--- config.mk ---
export PLATFORM = sky130hd
export DESIGN_NAME = imem_loader
export DESIGN_NICKNAME = d
export VERILOG_FILES = /design/src/rtl/imem_loader_pkg.sv /design/src/rtl/imem_loader_byte_packer.sv /design/src/rtl/imem_loader.sv
export SDC_FILE = /design/constraint.sdc
export NUM_CORES = 1
export LEC_CHECK = 0
export CORE_MARGIN = 8
export CORE_UTILIZATION = 31
export DETAILED_ROUTE_END_ITERATION = 8
export PLACE_DENSITY = 0.57
export SLEW_MARGIN = 20
export SYNTH_ARGS = -nofsm -noshare
export SYNTH_HDL_FRONTEND = slang
export SYNTH_SLANG_ARGS = --single-unit
export TNS_END_PERCENT = 5
--- constraint.sdc ---
create_clock -name clk -period 2 [get_ports clk]
set_input_delay 0.5 -clock clk [delete_from_list [all_inputs] [get_ports clk]]
set_output_delay 0.5 -clock clk [all_outputs]
set_load 0.1 [all_outputs]
--- src/rtl/imem_loader_pkg.sv ---
// Shared definitions for the instruction-memory loader: FSM states, byte/word sizes and the
// frame-length check applied to the count byte.
package imem_loader_pkg;

   localparam int unsigned BYTE_W     = 8;
   localparam int unsigned WORD_BYTES = 2;
   localparam int unsigned WORD_W     = BYTE_W * WORD_BYTES;

   typedef enum logic [2:0] {
      S_IDLE = 3'd0,
      S_HDR  = 3'd1,
      S_HI   = 3'd2,
      S_LO   = 3'd3,
      S_WR   = 3'd4,
      S_CHK  = 3'd5,
      S_DONE = 3'd6,
      S_ERR  = 3'd7
   } state_t;

   // A frame must carry at least one word and no more than the IM holds.
   function automatic logic count_ok(input logic [BYTE_W-1:0] n, input int unsigned addr_w);
      return (n != '0) && (32'(n) <= (32'd1 << addr_w));
   endfunction

endpackage

--- src/rtl/imem_loader_byte_packer.sv ---
// Pairs stream bytes into 16-bit words (high byte first) and keeps the running XOR checksum
// of every data byte since the last clear.
module byte_packer
   import imem_loader_pkg::*;
(
   input  logic              clk,
   input  logic              nClear,
   input  logic              clear,
   input  logic              load,
   input  logic [BYTE_W-1:0] in_byte,
   output logic              valid,
   output logic [WORD_W-1:0] word,
   output logic [BYTE_W-1:0] checksum
);

   logic              phase_q, phase_d;
   logic [BYTE_W-1:0] hi_q, hi_d;
   logic [BYTE_W-1:0] csum_q, csum_d;

   always_comb begin
      phase_d = phase_q;
      hi_d    = hi_q;
      csum_d  = csum_q;
      if (clear) begin
         phase_d = 1'b0;
         hi_d    = '0;
         csum_d  = '0;
      end else if (load) begin
         csum_d  = csum_q ^ in_byte;
         phase_d = ~phase_q;
         if (!phase_q) begin
            hi_d = in_byte;
         end
      end
   end

   always_ff @(posedge clk or negedge nClear) begin
      if (!nClear) begin
         phase_q <= 1'b0;
         hi_q    <= '0;
         csum_q  <= '0;
      end else begin
         phase_q <= phase_d;
         hi_q    <= hi_d;
         csum_q  <= csum_d;
      end
   end

   // The low byte completes a word in the same cycle it is loaded.
   assign valid    = load & phase_q & ~clear;
   assign word     = {hi_q, in_byte};
   assign checksum = csum_q;

endmodule

--- src/rtl/imem_loader.sv ---
// Streams a counted, XOR-checked program frame from a byte source into the 16-bit instruction
// memory, holding the core in reset until a frame has loaded cleanly.
module imem_loader
   import imem_loader_pkg::*;
#(
   parameter int unsigned ADDR_W = 6,
   parameter int unsigned DATA_W = 16
) (
   input  logic              clk,
   input  logic              nClear,
   input  logic              start,
   input  logic              in_valid,
   input  logic [BYTE_W-1:0] in_byte,
   output logic              in_ready,
   output logic              im_we,
   output logic [ADDR_W-1:0] im_addr,
   output logic [DATA_W-1:0] im_wdata,
   output logic              cpu_hold,
   output logic              done,
   output logic              err
);

   localparam int unsigned CNT_W = ADDR_W + 1;

   state_t            state_q, state_d;
   logic [CNT_W-1:0]  n_q, n_d;
   logic [CNT_W-1:0]  idx_q, idx_d;
   logic [ADDR_W-1:0] im_addr_q, im_addr_d;
   logic [DATA_W-1:0] im_wdata_q, im_wdata_d;
   logic              in_ready_q, in_ready_d;
   logic              im_we_q, im_we_d;
   logic              cpu_hold_q, cpu_hold_d;
   logic              done_q, done_d;
   logic              err_q, err_d;

   logic              xfer;
   logic              pk_clear, pk_load, pk_valid;
   logic [WORD_W-1:0] pk_word;
   logic [BYTE_W-1:0] pk_csum;

   byte_packer u_packer (
      .clk      (clk),
      .nClear   (nClear),
      .clear    (pk_clear),
      .load     (pk_load),
      .in_byte  (in_byte),
      .valid    (pk_valid),
      .word     (pk_word),
      .checksum (pk_csum)
   );

   assign xfer = in_valid & in_ready_q;

   always_comb begin
      state_d    = state_q;
      n_d        = n_q;
      idx_d      = idx_q;
      im_addr_d  = im_addr_q;
      im_wdata_d = im_wdata_q;
      pk_clear   = 1'b0;
      pk_load    = 1'b0;
      case (state_q)
         S_IDLE: if (start) state_d = S_HDR;
         S_HDR: begin
            if (xfer) begin
               if (count_ok(in_byte, ADDR_W)) begin
                  n_d      = CNT_W'(in_byte);
                  idx_d    = '0;
                  pk_clear = 1'b1;
                  state_d  = S_HI;
               end else begin
                  state_d = S_ERR;
               end
            end
         end
         S_HI: begin
            pk_load = xfer;
            if (xfer) state_d = S_LO;
         end
         S_LO: begin
            pk_load = xfer;
            if (pk_valid) begin
               im_addr_d  = idx_q[ADDR_W-1:0];
               im_wdata_d = DATA_W'(pk_word);
               state_d    = S_WR;
            end
         end
         S_WR: begin
            if ((idx_q + CNT_W'(1)) == n_q) begin
               state_d = S_CHK;
            end else begin
               idx_d   = idx_q + CNT_W'(1);
               state_d = S_HI;
            end
         end
         S_CHK: begin
            if (xfer) state_d = (in_byte == pk_csum) ? S_DONE : S_ERR;
         end
         S_DONE, S_ERR: if (start) state_d = S_HDR;
         default: state_d = S_IDLE;
      endcase
   end

   // Outputs are registered from the next state so they always describe the current state.
   always_comb begin
      in_ready_d = (state_d == S_HDR) || (state_d == S_HI) || (state_d == S_LO) || (state_d == S_CHK);
      im_we_d    = (state_d == S_WR);
      cpu_hold_d = (state_d != S_DONE);
      done_d     = (state_d == S_DONE);
      err_d      = (state_d == S_ERR);
   end

   always_ff @(posedge clk or negedge nClear) begin
      if (!nClear) begin
         state_q    <= S_IDLE;
         n_q        <= '0;
         idx_q      <= '0;
         im_addr_q  <= '0;
         im_wdata_q <= '0;
         in_ready_q <= 1'b0;
         im_we_q    <= 1'b0;
         cpu_hold_q <= 1'b1;
         done_q     <= 1'b0;
         err_q      <= 1'b0;
      end else begin
         state_q    <= state_d;
         n_q        <= n_d;
         idx_q      <= idx_d;
         im_addr_q  <= im_addr_d;
         im_wdata_q <= im_wdata_d;
         in_ready_q <= in_ready_d;
         im_we_q    <= im_we_d;
         cpu_hold_q <= cpu_hold_d;
         done_q     <= done_d;
         err_q      <= err_d;
      end
   end

   assign in_ready = in_ready_q;
   assign im_we    = im_we_q;
   assign im_addr  = im_addr_q;
   assign im_wdata = im_wdata_q;
   assign cpu_hold = cpu_hold_q;
   assign done     = done_q;
   assign err      = err_q;

endmodule

==> out/results.ini <==
[status]
run_status=finished, violations left
failed_checks=negative setup slack

[min_path]
hold_class=in2async

[timing]
max_freq_ghz=0.4585
layout_setup_ws_ps=-181.0
timing_worst_slew_pin_value_ps=499.4
maxSlewViolCount=0
hold_ws_ps=146.5
worst_clock_skew_ps=11.85
timing_hold_violations_final=0
timing.slew.headroom_pct=66.47
rsz0062_at_grt=yes
fin_crit_sh_pct=109.0
post-route-min-period_ps=2181
final_setup_violation_count=13

[synthesis]
synth_top_cell_by_area=sky130_fd_sc_hd__dfrtp_1
yosys_register_bits=61
synthesis.area_um2=2972
synth.avg_cell_area_um2=10.39
warning_count_from_the_yosys_run=0
syn-instance-count=286
post-synth-top-area-fraction_pct=50.53
yosysSeqAreaShare_pct=51.41
synth_top_cells_by_area=sky130_fd_sc_hd__dfrtp_1 51%, sky130_fd_sc_hd__mux2_2 8.7%, sky130_fd_sc_hd__nand2_1 5.7%
synth_nets=299
synth_cell_types=48

[finish]
layout.nets=385
post_route_cells_drive_above_1_share_pct=38.46
antenna_diodes=0
multi_input_area_um2=1416
filler_cell_count=842
layout.cells.most_common_list=59 x sky130_fd_sc_hd__dfrtp_1, 46 x sky130_fd_sc_hd__buf_4, 45 x sky130_fd_sc_hd__nand2_1
syn_to_final_growth_pct=49.73
layout.cells.most_common=sky130_fd_sc_hd__dfrtp_1
seq_area_um2=1531
final_area_um2=4449

[setup_path]
timing.critical_path.fanout_max=5
cp_slowest_stage_delay_ps=420
worst_r2r_startpoint=idx_q[1]
setup.worst_path.start=idx_q[1]
cp.required_ps=2220
capture_instance_of_the_worst_register_to_register_path=idx_q[4]
cp_slowest_cell=sky130_fd_sc_hd__dfrtp_1
r2r_slack_ps=-180
chain_of_cells_forming_the_critical_path=nand3_2 -> or3_4 -> a2111oi_4 -> buf_4 -> o211a_4 -> nor4_2 -> a311o_1
critical_path.endpoint=idx_q[4]
end_kind=register
worst_r2r_path_depth=7
cpLargestDelayFamily=compound AO/OA/AOI/OAI gates
worst_path_arrival_time_ps=2400
critPathLaunchType=register
setup.worst_path.class=reg2reg
worst-path-stages=7
cp_num_buf_inv=1

[global_routing]
globalRoute.totalOverflow=0
via_count_of_the_first_global_routing_pass=2492
antenna_violations_before_repair=0
grt_start_max_net_pins=62
grt_pass1_wl_um=12600
grt_util_all_layers_pct=12.30

[cts]
clockRootBuffer=sky130_fd_sc_hd__clkbuf_8
cts_sinks=61
ctsLongestPathBuffers=2
h-tree-depth=3
insertion_delay_ps=350
numCtsBuffers=9
ctsHoldBuffers=0
cts_tree=done
clk_pin_slew_worst_paths_ps=80

[route]
wl_um=7500
drc_errors=0
drt-initial-drc-count=115
drt.antenna.violating_nets=0
route.detailed.wl_per_inst_um=14.82
detailroute.via_count=2417
route.detailed.vias_per_inst=4.777
drt_pass1_iterations=4

[floorplan]
fp.dieH_um=113.9
boundaryPins=39
floorplan.die_area_um2=12970
start_util_pct=32.01
core.rowCount=35
dieWidth_um=113.9
core_area_um2=9284

[placement]
pre_cts_slack_ps=-534.7
finalWeightedCongestion=0.8095
place_area_um2=4070
dp_hpwl_um=5378
quantity_of_i_o_buffers_inserted_on_ports=38

[job]
max_cap_viol_count=0

-- cell families (layout without fill, tap and decap cells) --
logic type               count (synthesis)  count (layout)  synth area share [%]
XOR/XNOR                                27              27                 7.958
AND/OR/NAND/NOR                         98              98                 15.62
adder cells (fa/ha/maj)                  1               1                0.4210
multiplexers                            23              23                 8.716
AO/OA/AOI/OAI                           54              54                 12.38
flip-flops                              61              61                 51.41
buffers and inverters                   22             113                 3.494
-- metrics by stage --
stage          cells  util [%]  TNS (ps)
4_1_cts          504     47.10    -556.2
2_1_floorplan    286         -    -500.3
5_1_grt          506     47.92     -2296
3_3_place_gp     482     43.84    -20490
6_report         506     47.92     -1363
3_5_place_dp     482     43.84    -21560
-- layout make-up --
class                      count  area share, %
multi-input combinational    203          31.83
sequential                    61          34.42
tap                          129          3.628
clock inverter                 7          2.334
clock buffer                   9          2.784
timing repair buffer          91          24.49
inverter                       6         0.5062
-- routing by layer --
layer  vias up  wire (um)  GRT usage, %
met3         6        396         4.173
met2        61       3770         19.96
met5         -          0             0
met1      1190       3258         14.66
met4         0         75         4.791
li1       1160          -             -
-- worst min-delay path by stage --
| stage | start | to | slack, ps | depth (start not counted) |
|---|---|---|---|---|
| floorplan | nClear | done | 200 | 0 |
| global placement | n_q[3] | n_q[3] | 480 | 2 |
| detailed placement | n_q[3] | n_q[3] | 490 | 2 |
| CTS | nClear | u_packer.checksum[6] | 150 | 2 |
| global route | nClear | u_packer.hi_q[2] | 160 | 2 |
| finish | nClear | done | 150 | 2 |
-- repair_timing --
action | CTS | global route
setup endpoints to repair | 20 | 35
hold endpoints to repair | 0 | 0
buffers inserted | 6 | 2
resized for setup | 9 | 15
pin swaps | 9 | 10
-- worst reg2reg max path: cells and delay by family, from the launching register on --
kind | cells | cell delay (ps)
AOI/OAI and AO/OA | 3 | 890
and+or+nand+nor | 3 | 570
DFF | 1 | 420
buffers and inverters | 1 | 190
-- state kept, by name, summed over array words and instances, names as in the netlist --
| signal | count |
|---|---|
| done | 1 |
| u_packer.phase_q | 1 |
| u_packer.checksum | 8 |
| im_addr | 6 |
| cpu_hold | 1 |
| state_q | 3 |
| im_we | 1 |
| u_packer.hi_q | 8 |
| n_q | 7 |
| err | 1 |
| idx_q | 7 |
| in_ready | 1 |
| im_wdata | 16 |
-- cells in the mapped netlist (all sizes together) --
cell type	n
and3b	1
o211ai	4
nand2b	1
nor3	3
o221a	1
o21a	1
a2111oi	1
or3	3
nor4	4
nand3	7
and3	1
dfstp	1
nand4b	1
nor3b	2
a21bo	1
nand4	1
nand4bb	1
o21ba	2
a21oi	15
a311oi	1
nor2	22
a31oi	4
or2	1
o211a	1
and2	2
nand2	45
a311o	2
mux2	23
buf	7
clkbuf	9
o32a	1
nor4b	1
dfrtp	60
nand3b	2
inv	6
a41oi	1
o21ai	19
xnor2	8
ha	1
xor2	19
Power is left out: the tool's default activity adds up to more than one toggle a clock period on the data nets, which glitch-free logic cannot reach.
